===== config.mk =====
export PLATFORM = sky130hd
export DESIGN_NAME = jtpopeye_dma_ctrl
export DESIGN_NICKNAME = d
export VERILOG_FILES = /design/src/rtl/jtpopeye_dma_ctrl.sv
export SDC_FILE = /design/constraint.sdc
export NUM_CORES = 1
export LEC_CHECK = 0
export CORE_MARGIN = 8
export CORE_UTILIZATION = 35
export DETAILED_ROUTE_END_ITERATION = 10
export SYNTH_ARGS = -nofsm -noshare
export SYNTH_HDL_FRONTEND = slang
export SYNTH_SLANG_ARGS = --single-unit

===== constraint.sdc =====
create_clock -name clk -period 2.3 [get_ports clk]
set_clock_uncertainty 0.15 [all_clocks]
set_input_delay 0.46 -clock clk [delete_from_list [all_inputs] [get_ports clk]]
set_output_delay 0.46 -clock clk [all_outputs]
set_load 0.05 [all_outputs]

===== src/rtl/jtpopeye_dma_ctrl.sv =====
// Sprite-table DMA for Popeye: on a CPU trigger, waits for the next vertical
// blank and copies 160 bytes from main RAM into object RAM, stalling the CPU.
module jtpopeye_dma_ctrl (
    input  logic       clk,
    input  logic       rst_n,
    input  logic       cen5,
    input  logic       VB,
    input  logic       dma_trig,
    input  logic       cpu_rq,
    input  logic [7:0] ram_dout,
    output logic       cpu_wait_n,
    output logic       bus_dma,
    output logic [7:0] dma_addr,
    output logic [7:0] obj_addr,
    output logic [7:0] obj_din,
    output logic       obj_we,
    output logic       dma_busy
);

    typedef enum logic [2:0] {
        ST_IDLE  = 3'd0,
        ST_ARMED = 3'd1,
        ST_RD    = 3'd2,
        ST_WR    = 3'd3,
        ST_DONE  = 3'd4
    } state_t;

    localparam logic [7:0] LAST_BYTE = 8'd159;

    state_t     state_q, state_d;
    logic       pending_q, pending_d;
    logic       vb_q, vb_d;
    logic [7:0] cnt_q, cnt_d;
    logic [7:0] dma_addr_q, dma_addr_d;
    logic [7:0] obj_addr_q, obj_addr_d;
    logic [7:0] obj_din_q, obj_din_d;
    logic       obj_we_q, obj_we_d;
    logic       bus_dma_q, bus_dma_d;
    logic       dma_busy_q, dma_busy_d;
    logic       vb_rise_s, vb_fall_s;

    assign vb_rise_s = VB & ~vb_q;
    assign vb_fall_s = ~VB & vb_q;

    // Next-state and output computation; everything except the trigger latch moves only on cen5
    always_comb begin
        state_d    = state_q;
        pending_d  = pending_q | dma_trig;
        vb_d       = vb_q;
        cnt_d      = cnt_q;
        dma_addr_d = dma_addr_q;
        obj_addr_d = obj_addr_q;
        obj_din_d  = obj_din_q;
        obj_we_d   = obj_we_q;
        bus_dma_d  = bus_dma_q;
        dma_busy_d = dma_busy_q;
        if (cen5) begin
            vb_d     = VB;
            obj_we_d = 1'b0;
            case (state_q)
                ST_IDLE: begin
                    if (pending_q) begin
                        state_d    = ST_ARMED;
                        dma_busy_d = 1'b1;
                        // a trigger landing on this very edge must survive the clear
                        pending_d  = dma_trig;
                    end else begin
                        state_d = ST_IDLE;
                    end
                end
                ST_ARMED: begin
                    if (vb_rise_s) begin
                        state_d    = ST_RD;
                        cnt_d      = 8'd0;
                        dma_addr_d = 8'd0;
                        bus_dma_d  = 1'b1;
                    end else begin
                        state_d = ST_ARMED;
                    end
                end
                ST_RD: begin
                    if (vb_fall_s) begin
                        state_d   = ST_ARMED;
                        bus_dma_d = 1'b0;
                    end else begin
                        state_d = ST_WR;
                    end
                end
                ST_WR: begin
                    if (vb_fall_s) begin
                        state_d   = ST_ARMED;
                        bus_dma_d = 1'b0;
                    end else begin
                        obj_din_d  = ram_dout;
                        obj_addr_d = cnt_q;
                        obj_we_d   = 1'b1;
                        if (cnt_q == LAST_BYTE) begin
                            state_d   = ST_DONE;
                            bus_dma_d = 1'b0;
                        end else begin
                            state_d    = ST_RD;
                            cnt_d      = cnt_q + 8'd1;
                            dma_addr_d = cnt_q + 8'd1;
                        end
                    end
                end
                ST_DONE: begin
                    state_d    = ST_IDLE;
                    dma_busy_d = 1'b0;
                end
                default: begin
                    state_d    = ST_IDLE;
                    bus_dma_d  = 1'b0;
                    dma_busy_d = 1'b0;
                end
            endcase
        end else begin
            state_d = state_q;
        end
    end

    // State and output registers
    always_ff @(posedge clk or negedge rst_n) begin
        if (!rst_n) begin
            state_q    <= ST_IDLE;
            pending_q  <= 1'b0;
            vb_q       <= 1'b0;
            cnt_q      <= 8'd0;
            dma_addr_q <= 8'd0;
            obj_addr_q <= 8'd0;
            obj_din_q  <= 8'd0;
            obj_we_q   <= 1'b0;
            bus_dma_q  <= 1'b0;
            dma_busy_q <= 1'b0;
        end else begin
            state_q    <= state_d;
            pending_q  <= pending_d;
            vb_q       <= vb_d;
            cnt_q      <= cnt_d;
            dma_addr_q <= dma_addr_d;
            obj_addr_q <= obj_addr_d;
            obj_din_q  <= obj_din_d;
            obj_we_q   <= obj_we_d;
            bus_dma_q  <= bus_dma_d;
            dma_busy_q <= dma_busy_d;
        end
    end

    assign bus_dma    = bus_dma_q;
    assign dma_addr   = dma_addr_q;
    assign obj_addr   = obj_addr_q;
    assign obj_din    = obj_din_q;
    assign obj_we     = obj_we_q;
    assign dma_busy   = dma_busy_q;
    // the stall must react to cpu_rq within the same clock, so it stays combinational
    assign cpu_wait_n = ~(cpu_rq & bus_dma_q);

endmodule

==> After elaboration in Yosys (flattened, before gate mapping) <==
Cells that the tools add are included.
{ "word_totals": {"regBits": 32, "output_inout_bits": 28, "elab_cells": 61} }
{ "op_classes": {"add_sub_neg": 1, "eq_ne": 11, "n_mux": 22, "n_bitwise": 10, "n_reduce_logical": 8} }
{ "op_table": {"columns": ["cell", "n"], "rows": [
  ["2-to-1 mux 8 bit", 3],
  ["one-hot mux 8 bit (2 select lines)", 1],
  ["one-hot mux 3 bit (4 select lines)", 1],
  ["2-to-1 mux 1 bit", 11],
  ["!= test 2 bit (second input constant)", 5],
  ["AND reduction 5 bit", 2],
  ["adder 8 x 1 -> 8 bit (second input constant)", 1],
  ["== test 8 bit (second input constant)", 1],
  ["== test 3 x 2 -> 1 bit (second input constant)", 2],
  ["2-to-1 mux 3 bit", 2],
  ["inverter 1 bit", 6],
  ["AND reduction 3 bit", 2],
  ["2-to-1 mux 2 bit", 2],
  ["one-hot mux 1 bit (4 select lines)", 1],
  ["AND 1 bit", 3],
  ["== test 3 x 1 -> 1 bit (second input constant)", 1],
  ["== test 3 bit (second input constant)", 1],
  ["logical NOT 3 bit", 1],
  ["!= test 3 bit (second input constant)", 1],
  ["OR reduction 3 bit", 1],
  ["one-hot mux 1 bit (2 select lines)", 1],
  ["nonzero test 2 bit", 1],
  ["OR reduction 2 bit", 1],
  ["OR 1 bit", 1]
]} }

==> Logic depth before layout (Yosys ltp) <==
{ "depth": {"ltp_word": 4, "ltp_mapped": 7} }

==> Least setup slack after synthesis <==
OpenSTA, ideal clock, no wires.
{ "synth_timing": {"path_type": "register to register", "from": "register dma_addr[0] (netlist name)", "to": "register dma_addr_q[5] (netlist: dma_addr[5])", "arrival_ps": 1668, "required_ps": 2000, "path_slack_ps": 332, "path_stages_with_launch": 6, "path_buffers": 0, "synth_period_minus_slack_ps": 1968, "cell_sequence": "dfrtp_1 ha_1 and3_1 nand2_1 o21bai_1 o41ai_1"} }
{ "synth_rtl": {"columns": ["item", "line_no", "text"], "rows": [
  ["to (signal assigned)", "140", "dma_addr_q <= dma_addr_d;"],
  ["to (decl)", "34", "logic [7:0] dma_addr_q, dma_addr_d;"]
]} }

==> Worst setup path after layout <==
{ "layout_timing": {"from": "register dma_addr_q[5] (netlist: dma_addr[5])", "to": "output dma_addr[5]"} }
{ "layout_rtl": {"columns": ["item", "line_no", "text"], "rows": [
  ["to (decl)", "13", "output logic [7:0] dma_addr,"]
]} }
No word-level cell between the ends.

==> impl_metrics.env <==
export IMPL_status="finished, final reports clean"
export IMPL_cap_violations=0
export IMPL_rows=24
export IMPL_placed_area_um2=2040
export IMPL_async_reset_ff_share_pct=100
export IMPL_synth_ff_type="dfrtp_1"
export IMPL_syn_to_final_growth_pct=38.3
export IMPL_root_buffer="clkbuf_8"
export IMPL_whs_endpoint="obj_din[0]$_DFFE_PN0P_"
export IMPL_critPathSlowestCell="clkdlybuf4s50_1"
export IMPL_r2r_end="obj_din[5]$_DFFE_PN0P_"
export IMPL_r2r_cells=5
export IMPL_ys_warn_count=0
export IMPL_drive_gt1_share_pct=18.3
export IMPL_final_cells=232
export IMPL_final_cell_mix="38 x clkdlybuf4s50_1, 32 x dfrtp_1, 10 x o21ai_0"
export IMPL_cts_tree="yes"
export IMPL_end_kind="output pin"
export IMPL_clock_latency_ps=280
export IMPL_critPathMaxFanout=9
export IMPL_grt_pass1_wl_mm=5.64
export IMPL_avgViaCountPerCell=5.23
export IMPL_ys_types=41
export IMPL_whs_ps=342
export IMPL_slew_viol_final=0
export IMPL_synth_cells=134
export IMPL_synth_seq_cells=32
export IMPL_antenna_found_initial=0
export IMPL_postCtsHoldBufs=0
export IMPL_clockBufferDepth=2
export IMPL_crit_type="flip-flop to output pin"
export IMPL_postSynthAreaPerCell_um2=11.5
export IMPL_antenna_left=0
export IMPL_cts_sinks=32
export IMPL_final_area_um2=2140
export IMPL_finalSetupViolations=0
export IMPL_final_nets=195
export IMPL_first_iter_violations=77
export IMPL_path_cells="clkdlybuf4s50_1"
export IMPL_cts_setup_buffers=0
export IMPL_dieArea_um2=6800
export IMPL_regToRegStartpoint="state_q[1]$_DFFE_PN0P_"
export IMPL_hp_class="flip-flop to flip-flop"
export IMPL_dr_pass1_iters=4
export IMPL_power_mw=2.68
export IMPL_drcViolationCount=0
export IMPL_vdd_drop_max_v=0.000480
export IMPL_slowest_delay_ps=860
export IMPL_rsz0062_at_grt="no"
export IMPL_reg2reg_slack_ps=310
export IMPL_hold_depth=1
export IMPL_syn_area_um2=1550
export IMPL_ios=42
export IMPL_final_common_cell="clkdlybuf4s50_1"
export IMPL_min_from="obj_din[0]$_DFFE_PN0P_"
export IMPL_diodes=0
export IMPL_wirelength_mm=3.54
export IMPL_cp_arrival_ps=1620
export IMPL_synth_nets=149
export IMPL_critPathTopFamily="buffers and inverters"
export IMPL_cp_num_buf_inv=1
export IMPL_critPathLaunchType="flip-flop"
export IMPL_slew_headroom_pct=65.7
export IMPL_nFillCells=397
export IMPL_dp_cells=225
export IMPL_initial_utilization_pct=36.0
export IMPL_vias=1214
export IMPL_power_leakage_nw=0.940
export IMPL_max_freq_mhz=448
export IMPL_seq_area_frac_synth_pct=51.8
export IMPL_hpwl_mm=2.53
export IMPL_period_needed_ps=2230
export IMPL_hold_violations=0
export IMPL_post_route_period_util_pct=97.0
export IMPL_tightestPinTransition_ps=512
export IMPL_die_x_um=82.4
export IMPL_htreeDepth=2
export IMPL_core_um2=4290
export IMPL_groute_usage_overall_pct=10.9
export IMPL_detail_route_wl_per_cell_um=15.3
export IMPL_cp_data_required_time_ps=1690
export IMPL_die_h_um=82.4
export IMPL_overflow=0
export IMPL_clk_pin_slew_ps=60
export IMPL_cts_inserted_buffers=5
export IMPL_routabilityCongestion=0.869
export IMPL_grt_max_degree=33
export IMPL_first_global_vias=1169
export IMPL_cellPowerDensity_nw_per_um2=1260
export IMPL_io_buffers=41
export IMPL_synth_edf_count=0
[worst max-delay path by stage]
stage | endpoint | depth (start not counted) | slack (ps) | startpoint
after global routing | dma_addr[5] | 1 | 5 | dma_addr[5]$_DFFE_PN0P_
after detailed placement | obj_din[3]$_DFFE_PN0P_ | 6 | -110 | VB
after floorplan | dma_addr[5]$_DFFE_PN0P_ | 5 | 330 | dma_addr[0]$_DFFE_PN0P_
final | dma_addr[5] | 1 | 70 | dma_addr[5]$_DFFE_PN0P_
after global placement | obj_din[5]$_DFFE_PN0P_ | 6 | -60 | VB
after CTS | dma_addr[2] | 1 | 60 | dma_addr[2]$_DFFE_PN0P_
[timing repair]
item                       in CTS  in global routing
hold endpoints to repair        0                  0
resized for setup               0                  1
setup endpoints to repair       0                  1
[layout make-up]
type / instances / area, um2 / area share [%]
repair buffers: 48 / 485 / 22.7
inverters: 5 / 18.8 / 0.878
multi-input cells: 88 / 671 / 31.4
flip-flops and latches: 32 / 801 / 37.5
clock buffers: 7 / 96.3 / 4.51
well taps: 52 / 65.1 / 3.04
[layer usage]
metal	track usage [%]	wire, um	up-vias
li1	-	-	585
met1	13.2	1510	580
met2	16.6	1640	42
met3	3.90	323	7
met4	5.79	67	0
met5	0	0	-
[Yosys cell counts, types with 2 or more instances]
master / count / area (um2)
a211o_1: 2 / 17.5
a21o_1: 3 / 22.5
a21oi_1: 5 / 25.0
a31oi_1: 3 / 18.8
and2_1: 2 / 12.5
buf_2: 2 / 10.0
buf_6: 2 / 22.5
clkbuf_1: 4 / 15.0
dfrtp_1: 32 / 801
inv_1: 5 / 18.8
mux2_1: 2 / 22.5
mux2_2: 8 / 90.1
mux2_4: 7 / 105
nand2_1: 8 / 30.0
nand2b_1: 2 / 12.5
nand3_1: 4 / 20.0
nand4_1: 2 / 12.5
nor2_1: 4 / 15.0
nor2b_1: 2 / 12.5
nor3b_1: 2 / 15.0
nor4_1: 2 / 12.5
nor4b_1: 2 / 17.5
o21ai_0: 10 / 50.1
o22ai_1: 2 / 12.5
[cell families after synthesis]
logic type	synth area share (%)
simple gates	13.4
fa+ha+maj	0.810
buf+inv	4.78
mux	14.1
flops	51.8
compound gates	15.1
[metrics by stage]
stage	setup slack, ps	utilization (%)	TNS, ps
after floorplan	332	-	0
after global placement	-55.5	47.5	-782
after detailed placement	-110	47.5	-1650
after CTS	60.2	49.7	0
after global routing	5.27	49.8	0
final	68.1	49.8	0
[flip-flops by register name (all words and copies together) (netlist names)]
name and cells:
bus_dma 1, dma_addr 8, dma_busy 1, obj_addr 8, obj_din 8, obj_we 1, pending_q 1, state_q 3
vb_q 1
[power by group]
part,switching (mW),leakage (nW),internal (mW),total (mW)
registers,0.147,0.401,0.731,0.878
clock network,0.196,0.0503,0.266,0.462
logic,0.826,0.489,0.517,1.34
Note: power is estimated with default switching activity, not from simulation.
==> patch (config.mk and constraints unchanged) <==
Make the reset (`rst_n`) synchronous in one clocked block.
--- a/src/rtl/jtpopeye_dma_ctrl.sv
+++ b/src/rtl/jtpopeye_dma_ctrl.sv
@@ -120,7 +120,7 @@
     end
 
     // State and output registers
-    always_ff @(posedge clk or negedge rst_n) begin
+    always_ff @(posedge clk) begin
         if (!rst_n) begin
             state_q    <= ST_IDLE;
             pending_q  <= 1'b0;
Behaviour: differs if rst_n is asserted again (counterexample within 4 cycles, from zero or initial values and one cycle with rst_n low); with rst_n held inactive, the same outputs for 10 cycles.
==> patch against the original RTL <==
Sequential cell count did not move. Synthesized cell count up 34%. Die area down 4.7%. Sequential share of layout area shrank 6.8 points. Wire length up 11%. Worst setup slack improved by 0.031 ns. Cell area decreased by 2.2%. Utilization increased by 2.5 points. Register-to-register slack got worse by 0.11 ns. Synthesized area down 5.8%.
Power is not compared: it rests on default switching activity, and its combinational part moved more than twofold at a synthesized area within 25%.
==> patch: results <==
export IMPL_outcome="complete, no violations"
export IMPL_synth_avg_cell_area_um2=8.13
export IMPL_wl_met3_um=285
export IMPL_ys_async_sr_fraction=0
export IMPL_nFillCells=372
export IMPL_clkbuf_count=6
export IMPL_critical_path_top_delay_family="buffers and inverters"
export IMPL_wl_met2_um=1930
export IMPL_layout_cells_non_filler=278
export IMPL_clockRootBuffer="clkbuf_8"
export IMPL_synth_area_leaders="dfxtp_1 (44%), nand2_1 (10%), a21oi_1 (6.5%)"
export IMPL_grt_pass1_wl_um=6350
export IMPL_layout_nonclk_buf_frac=0.248
export IMPL_place_inst=270
export IMPL_drtIter0Drc=109
export IMPL_gr_usage_all_layers=0.125
export IMPL_yosys_area_top_type="dfxtp_1"
export IMPL_pwr_share_comb=0.071
export IMPL_regArea_um2=641
export IMPL_hpwl_um=3020
export IMPL_arrival_ns=1.59
export IMPL_power_leakage_uw=0.000753
export IMPL_syn_nets=194
export IMPL_wl_met1_um=1660
export IMPL_multiInputGateArea_um2=742
export IMPL_tightest_slew_ns=0.513
export IMPL_grtUsageMet2=0.213
export IMPL_routed_top_layer="met4"
export IMPL_drive_gt1_frac=0.132
export IMPL_yosysUniqueCellTypes=45
export IMPL_clock_latency_ns=0.29
export IMPL_maxCapViolations=0
export IMPL_hold_path_class="reg2reg"
export IMPL_clockNetworkAreaShare=0.0515
export IMPL_grt_pass1_vias=1374
export IMPL_buffers_excl_clock=53
export IMPL_multi_input_comb_cells=130
export IMPL_min_path_cells=2
export IMPL_avgViaCountPerCell=5.19
export IMPL_seq_cells=32
export IMPL_met3_usage=0.0536
export IMPL_io_buffers=41
export IMPL_synth_seq_area_share=0.440
export IMPL_finalWirelength_um=3920
export IMPL_fin_nets=242
export IMPL_grt_max_degree=19
export IMPL_crit_fanout=6
export IMPL_inv_count=5
export IMPL_use_met1=0.138
export IMPL_irDropWorstVdd_mv=0.325
export IMPL_max_stage_delay_ns=0.86
export IMPL_cts_sinks=32
export IMPL_fin_worst_hold_slack_ns=0.303
export IMPL_gp_congestion=0.918
export IMPL_synth_top_cells_by_count="nand2_1 (40), dfxtp_1 (32), a21oi_1 (19)"
export IMPL_crit_path_top_delay_cell="clkdlybuf4s50_1"
patch: final timing paths:
check | startpoint | end | slack, ns
worst max-delay path | dma_addr[1] | dma_addr[1] | 0.1
worst min-delay path | obj_din[7] | obj_din[7] | 0.30
worst max register to register | dma_addr[1] | dma_addr[0] | 0.20
worst min register to register | obj_din[7] | obj_din[7] | 0.30
patch: logic make-up (layout without fill, tap and decap cells):
logic type	count (synthesis)	after routing	share of synthesized area
AOI/OAI and AO/OA	46	46	0.206
adders and majority gates	1	1	0.00860
buffers and inverters	17	66	0.0499
DFF	32	32	0.440
muxes	2	2	0.0146
and+or+nand+nor	81	81	0.280
patch: through the flow:
| step | setup WS, ns | instance area (um^2) |
|---|---|---|
| global placement | 0.118 | 1980 |
| CTS | 0.0994 | 2090 |
| floorplan | 0.0334 | 1460 |
| global route | 0.0362 | 2090 |
| detailed placement | 0.0854 | 1980 |
| finish | 0.0989 | 2090 |
